<file path="config.mk">
export PLATFORM = sky130hd
export DESIGN_NAME = mem_access_unit
export DESIGN_NICKNAME = d
export VERILOG_FILES = /design/src/rtl/mem_access_unit.sv
export SDC_FILE = /design/constraint.sdc
export NUM_CORES = 1
export LEC_CHECK = 0
export CAP_MARGIN = 10
export CORE_ASPECT_RATIO = 0.5
export CORE_MARGIN = 2
export CORE_UTILIZATION = 49
export CTS_CLUSTER_DIAMETER = 150
export CTS_CLUSTER_SIZE = 28
export DETAILED_ROUTE_END_ITERATION = 6
export DONT_BUFFER_PORTS = 1
export MAX_ROUTING_LAYER = met4
export SLEW_MARGIN = 20
export SYNTH_ARGS = -nofsm -noshare
export SYNTH_HDL_FRONTEND = slang
export SYNTH_SLANG_ARGS = --single-unit
</file>
<file path="constraint.sdc">
create_clock -name clk -period 3.14 [get_ports clk]
set_input_delay 0.785 -clock clk [delete_from_list [all_inputs] [get_ports clk]]
set_output_delay 0.785 -clock clk [all_outputs]
set_load 0.01 [all_outputs]
</file>
<file path="src/rtl/mem_access_unit.sv">
// mem_access_unit: memory-stage load/store engine.
// Formats loads/stores, drives a req/ready data-memory port, and registers
// results toward write-back. Holds EX/MEM via o_stall while an access is open.
// Optional macro: MISALIGN_TRAP_EN (misaligned half/word accesses are not
// issued and raise a one-cycle o_misalign pulse instead of being masked).
module mem_access_unit #(
  parameter int unsigned ADDR_W = 32
) (
  input  logic              clk,
  input  logic              rst,
  input  logic              i_rd_wr,
  input  logic [4:0]        i_rd_addr,
  input  logic [5:0]        i_mnemonic,
  input  logic [31:0]       i_ALUout,
  input  logic [31:0]       i_rs2_data,
  output logic              o_stall,
  output logic              o_dm_req,
  output logic              o_dm_we,
  output logic [ADDR_W-1:0] o_dm_addr,
  output logic [3:0]        o_dm_wstrb,
  output logic [31:0]       o_dm_wdata,
  input  logic              i_dm_ready,
  input  logic [31:0]       i_dm_rdata,
  output logic              o_misalign,
  output logic              o_rd_wr,
  output logic [4:0]        o_rd_addr,
  output logic [31:0]       o_rd_data
);

  localparam logic [5:0] MN_LB  = 6'd11;
  localparam logic [5:0] MN_LH  = 6'd12;
  localparam logic [5:0] MN_LW  = 6'd13;
  localparam logic [5:0] MN_LBU = 6'd14;
  localparam logic [5:0] MN_LHU = 6'd15;
  localparam logic [5:0] MN_SB  = 6'd16;
  localparam logic [5:0] MN_SH  = 6'd17;
  localparam logic [5:0] MN_SW  = 6'd18;

  typedef enum logic [1:0] {IDLE, REQ, DONE} state_t;
  typedef enum logic [2:0] {EXT_B, EXT_BU, EXT_H, EXT_HU, EXT_W} ext_t;

  state_t      state;
  ext_t        ld_ext;
  logic [1:0]  ld_off;
  logic        ld_is_load;
  logic        ld_rd_wr;
  logic [4:0]  ld_rd_addr;

  logic        is_load, is_store, is_mem;
  logic        sz_b, sz_h, sz_w;
  logic        trap;
  logic [1:0]  off;
  logic [3:0]  wstrb;
  logic [31:0] wdata;
  ext_t        ext;
  logic [31:0] lane;
  logic [31:0] load_data;

  // Decode the incoming op and pre-format store strobes/data
  always_comb begin
    is_load  = 1'b0;
    is_store = 1'b0;
    sz_b     = 1'b0;
    sz_h     = 1'b0;
    sz_w     = 1'b0;
    ext      = EXT_W;
    case (i_mnemonic)
      MN_LB:  begin is_load  = 1'b1; sz_b = 1'b1; ext = EXT_B;  end
      MN_LBU: begin is_load  = 1'b1; sz_b = 1'b1; ext = EXT_BU; end
      MN_LH:  begin is_load  = 1'b1; sz_h = 1'b1; ext = EXT_H;  end
      MN_LHU: begin is_load  = 1'b1; sz_h = 1'b1; ext = EXT_HU; end
      MN_LW:  begin is_load  = 1'b1; sz_w = 1'b1; end
      MN_SB:  begin is_store = 1'b1; sz_b = 1'b1; end
      MN_SH:  begin is_store = 1'b1; sz_h = 1'b1; end
      MN_SW:  begin is_store = 1'b1; sz_w = 1'b1; end
      default: ;
    endcase
    is_mem = is_load | is_store;
    // Offset is forced to natural alignment; only matters when not trapping
    if (sz_b)      off = i_ALUout[1:0];
    else if (sz_h) off = {i_ALUout[1], 1'b0};
    else           off = 2'b00;
    wstrb = '0;
    wdata = '0;
    if (is_store) begin
      if (sz_b) begin
        wstrb = 4'b0001 << off;
        wdata = {4{i_rs2_data[7:0]}};
      end else if (sz_h) begin
        wstrb = 4'b0011 << off;
        wdata = {2{i_rs2_data[15:0]}};
      end else begin
        wstrb = 4'b1111;
        wdata = i_rs2_data;
      end
    end
  end

`ifdef MISALIGN_TRAP_EN
  assign trap = is_mem & ((sz_h & i_ALUout[0]) | (sz_w & (|i_ALUout[1:0])));
`else
  assign trap = 1'b0;
`endif

  // Stall while a memory op waits in IDLE or is outstanding in REQ
  always_comb begin
    o_stall = (state == REQ) || ((state == IDLE) && is_mem);
  end

  // Extract and extend the addressed lane of the returned word
  always_comb begin
    lane = i_dm_rdata >> {ld_off, 3'b000};
    case (ld_ext)
      EXT_B:   load_data = {{24{lane[7]}}, lane[7:0]};
      EXT_BU:  load_data = {24'h0, lane[7:0]};
      EXT_H:   load_data = {{16{lane[15]}}, lane[15:0]};
      EXT_HU:  load_data = {16'h0, lane[15:0]};
      default: load_data = lane;
    endcase
  end

  // Access FSM with registered memory-port and write-back outputs
  always_ff @(posedge clk) begin
    if (rst) begin
      state      <= IDLE;
      o_dm_req   <= 1'b0;
      o_dm_we    <= 1'b0;
      o_dm_addr  <= '0;
      o_dm_wstrb <= '0;
      o_dm_wdata <= '0;
      o_misalign <= 1'b0;
      o_rd_wr    <= 1'b0;
      o_rd_addr  <= '0;
      o_rd_data  <= '0;
      ld_ext     <= EXT_W;
      ld_off     <= '0;
      ld_is_load <= 1'b0;
      ld_rd_wr   <= 1'b0;
      ld_rd_addr <= '0;
    end else begin
      o_misalign <= 1'b0;
      case (state)
        IDLE: begin
          if (is_mem) begin
            o_rd_wr <= 1'b0;
            if (trap) begin
              o_misalign <= 1'b1;
              state      <= DONE;
            end else begin
              o_dm_req   <= 1'b1;
              o_dm_we    <= is_store;
              o_dm_addr  <= {i_ALUout[ADDR_W-1:2], 2'b00};
              o_dm_wstrb <= wstrb;
              o_dm_wdata <= wdata;
              ld_ext     <= ext;
              ld_off     <= off;
              ld_is_load <= is_load;
              ld_rd_wr   <= i_rd_wr;
              ld_rd_addr <= i_rd_addr;
              state      <= REQ;
            end
          end else begin
            o_rd_wr   <= i_rd_wr;
            o_rd_addr <= i_rd_addr;
            o_rd_data <= i_ALUout;
          end
        end
        REQ: begin
          if (i_dm_ready) begin
            o_dm_req <= 1'b0;
            state    <= DONE;
            if (ld_is_load) begin
              o_rd_wr   <= ld_rd_wr;
              o_rd_addr <= ld_rd_addr;
              o_rd_data <= load_data;
            end else begin
              o_rd_wr <= 1'b0;
            end
          end
        end
        DONE: begin
          o_rd_wr <= 1'b0;
          state   <= IDLE;
        end
        default: state <= IDLE;
      endcase
    end
  end

endmodule

</file>
==> impl_metrics.ini <==
[status]
outcome = completed

[synth]
netlist_top_cells_area = dfxtp_1 (42%), mux2i_1 (9.8%), nand2_1 (7.4%)
yosysSeqAreaShare_pct = 42.07
avgSynthCellArea_um2 = 8.510
ys.flop_type = dfxtp_1
synth-edff-count = 0
syn-cell-area_mm2 = 0.005710
synthCells = 671
synth_cell_types = 54
synthArstFlopShare_pct = 0
yosys.area.top_type_share_pct = 42.07
synth_area_leader_cell = dfxtp_1
synth_seq_cells = 120
synth.yosys.warnings = 0

[grt]
grt_pass1_vias = 4706
grt_use_total_pct = 27.98
grt_antenna_before_repair = 0
grt_max_degree = 97
overflow = 0
grt_first_pass_wirelength_um = 26050

[drt]
dr_total_vias = 4869
drt-total-wl_um = 17200
initialDrtViolationCount = 337
routedWlPerCell_um = 20.93
viasPerCell = 5.923
first_pass_iters = 5
ant_nets = 0
drc_errors = 0

[clock_tree]
htree_levels = 4
post_cts_buffers = 0
holdBufCountCts = 0
path_clk_slew_ns = 0.06
clock-root-buffer = clkbuf_16
clk_latency_ns = 0.41
clk_path_buf_depth = 2
cts_resized = 0
cts_buffers = 17
cts_tree = yes
numClockSinks = 120

[sta]
maxSlewHeadroom_pct = 54.90
fin_skew_ns = 0.01250
clock.fmax_ghz = 0.3609
slew_violations = 0
post-route-period-util_pct = 88.23
min_period_ns = 2.770
tns_ns = 0
tightest_slew_ns = 0.6749
finalSetupViolCount = 0
grt_setup_unrepaired = no
hold_viol = 0

[min_path]
hold_path_class = flip-flop to flip-flop

[worst_setup_path]
cp.required_ns = 2.35
cpPeakStageDelay_ns = 0.44
timing.critical_path.buf_inv = 1
rrSetupSlack_ns = 0.63
worstPathArrival_ns = 1.99
path_cells = inv_1 -> ha_1 -> nand4bb_1 -> mux2_4 -> nand2_1
cp_slowest_cell = mux2_4
path_class = flip-flop to primary output
startpoint_type = flip-flop
cp-end-kind = primary output
crit_fanout = 13
path_delay_family = simple AND/OR/NAND/NOR gates

[layout]
layout-drive-gt1-share_pct = 9.955
fill_cells = 1038
final_cell_mix = dfxtp_1 (119), nand2_1 (112), a21oi_1 (62), mux2i_1 (55), nor2_1 (51)
nets = 766
stdcell_area_mm2 = 0.006410
final_common_cell = dfxtp_1
syn_to_final_growth_pct = 12.25
diodes = 0

[floorplan]
die_area_mm2 = 0.01259
ios = 221
initial_core_util_pct = 51.07
fp-row-count = 27
die_y_um = 80.34
die_w_um = 156.7
core_area_mm2 = 0.01118

[power_and_ir_drop]
powerDensity_mw_per_mm2 = 855.5
pwr-share-seq_pct = 38.8
p_comb_share_pct = 21.9
switchingPower_uw = 1801
p_sw_share_pct = 32.84
clockPowerShare_pct = 39.3
leakagePower_uw = 0.002403
internal_power_uw = 3683
p_total_uw = 5484
ir_drop_mv = 0.3695

[placement]
dpl.hpwl_um = 11950
postPlaceCellArea_mm2 = 0.005764
place.port_buffers = 0
gp_congestion = 0.7917

[flow_run]
drv_cap = 0
[cell type report]
type | count | area [um2] | area share [%]
multi-input cells | 489 | 3034 | 47.34
flip-flops and latches | 120 | 2404 | 37.50
clock buffers | 20 | 446.7 | 6.969
clock inverters | 12 | 198.9 | 3.104
well taps | 159 | 198.9 | 3.104
repair buffers | 12 | 90.09 | 1.405
inverters | 10 | 37.54 | 0.5856
[power groups by stage]
stage,sequential (uW),clock (uW),combinational [uW]
2_1_floorplan,2080,0,1010
3_3_place_gp,2160,0,1160
3_5_place_dp,2170,0,1190
4_1_cts,2140,2180,1200
5_1_grt,2160,2250,1340
6_report,2130,2160,1200
[stage by stage]
step	hold slack (ns)	std cells	setup slack (ns)	utilization, %
5_1_grt	0.4346	822	0.2180	57.32
4_1_cts	0.4331	822	0.3475	57.32
3_3_place_gp	0.4310	790	0.5914	51.51
2_1_floorplan	0.4315	673	0.3046	-
6_report	0.4446	822	0.3695	57.32
3_5_place_dp	0.4396	790	0.4913	51.55
[synth_stat cells, drive strengths merged (2+ instances only)]
library cell and instances:
a2111oi 8, o22ai 2, o21ai 40, nand4bb 2
nand2b 3, a32o 2, dfxtp 120, nand3 8
a21oi 62, nor3 17, a211oi 23, nand3b 9
o211ai 2, mux2 10, a21o 9, a311o 7
o2bb2ai 2, ha 5, nor2 55, nor4 7
buf 29, a221oi 7, a22oi 8, clkbuf 25
inv 10, nor2b 13, nand2 112, mux2i 56
[final timing paths]
path / depth (start not counted) / endpoint / start
max: 5 / o_stall / state[1]
min: 2 / ld_rd_addr[2] / ld_rd_addr[2]
max reg2reg: 8 / o_rd_data[4] / state[0]
min reg2reg: 2 / ld_rd_addr[2] / ld_rd_addr[2]
[worst min-delay path, delay by kind of cell (launching register included)]
family | cells | cell delay, ns
compound gates | 1 | 0.05
simple gates | 1 | 0.05
flops | 1 | 0.30
[state kept, by name, summed over array words and instances, names as in the netlist]
signal,cells
ld_ext,3
ld_is_load,1
ld_off,2
ld_rd_addr,5
ld_rd_wr,1
o_dm_addr,30
o_dm_req,1
o_dm_wdata,32
o_dm_we,1
o_dm_wstrb,4
o_rd_addr,5
o_rd_data,32
o_rd_wr,1
state,2
[per-layer routing]
layer	global-route usage, %	part of all wire [%]
met1	35.75	43
met2	42.95	45
met3	9.660	10
met4	6.514	0.99
met5	-	0
[cell families (layout without fill, tap and decap cells)]
family	Yosys count	count (layout)	share of synthesized area, %
buffers and inverters	64	54	5.346
DFF	120	120	42.07
and+or+nand+nor	233	233	18.65
adders and majority gates	5	5	1.096
other	1	3	0.06567
xor gates and xnor gates	2	2	0.3068
AOI/OAI and AO/OA	179	179	20.22
muxes	67	67	12.25
No activity file was read; power rests on OpenSTA's default activity.
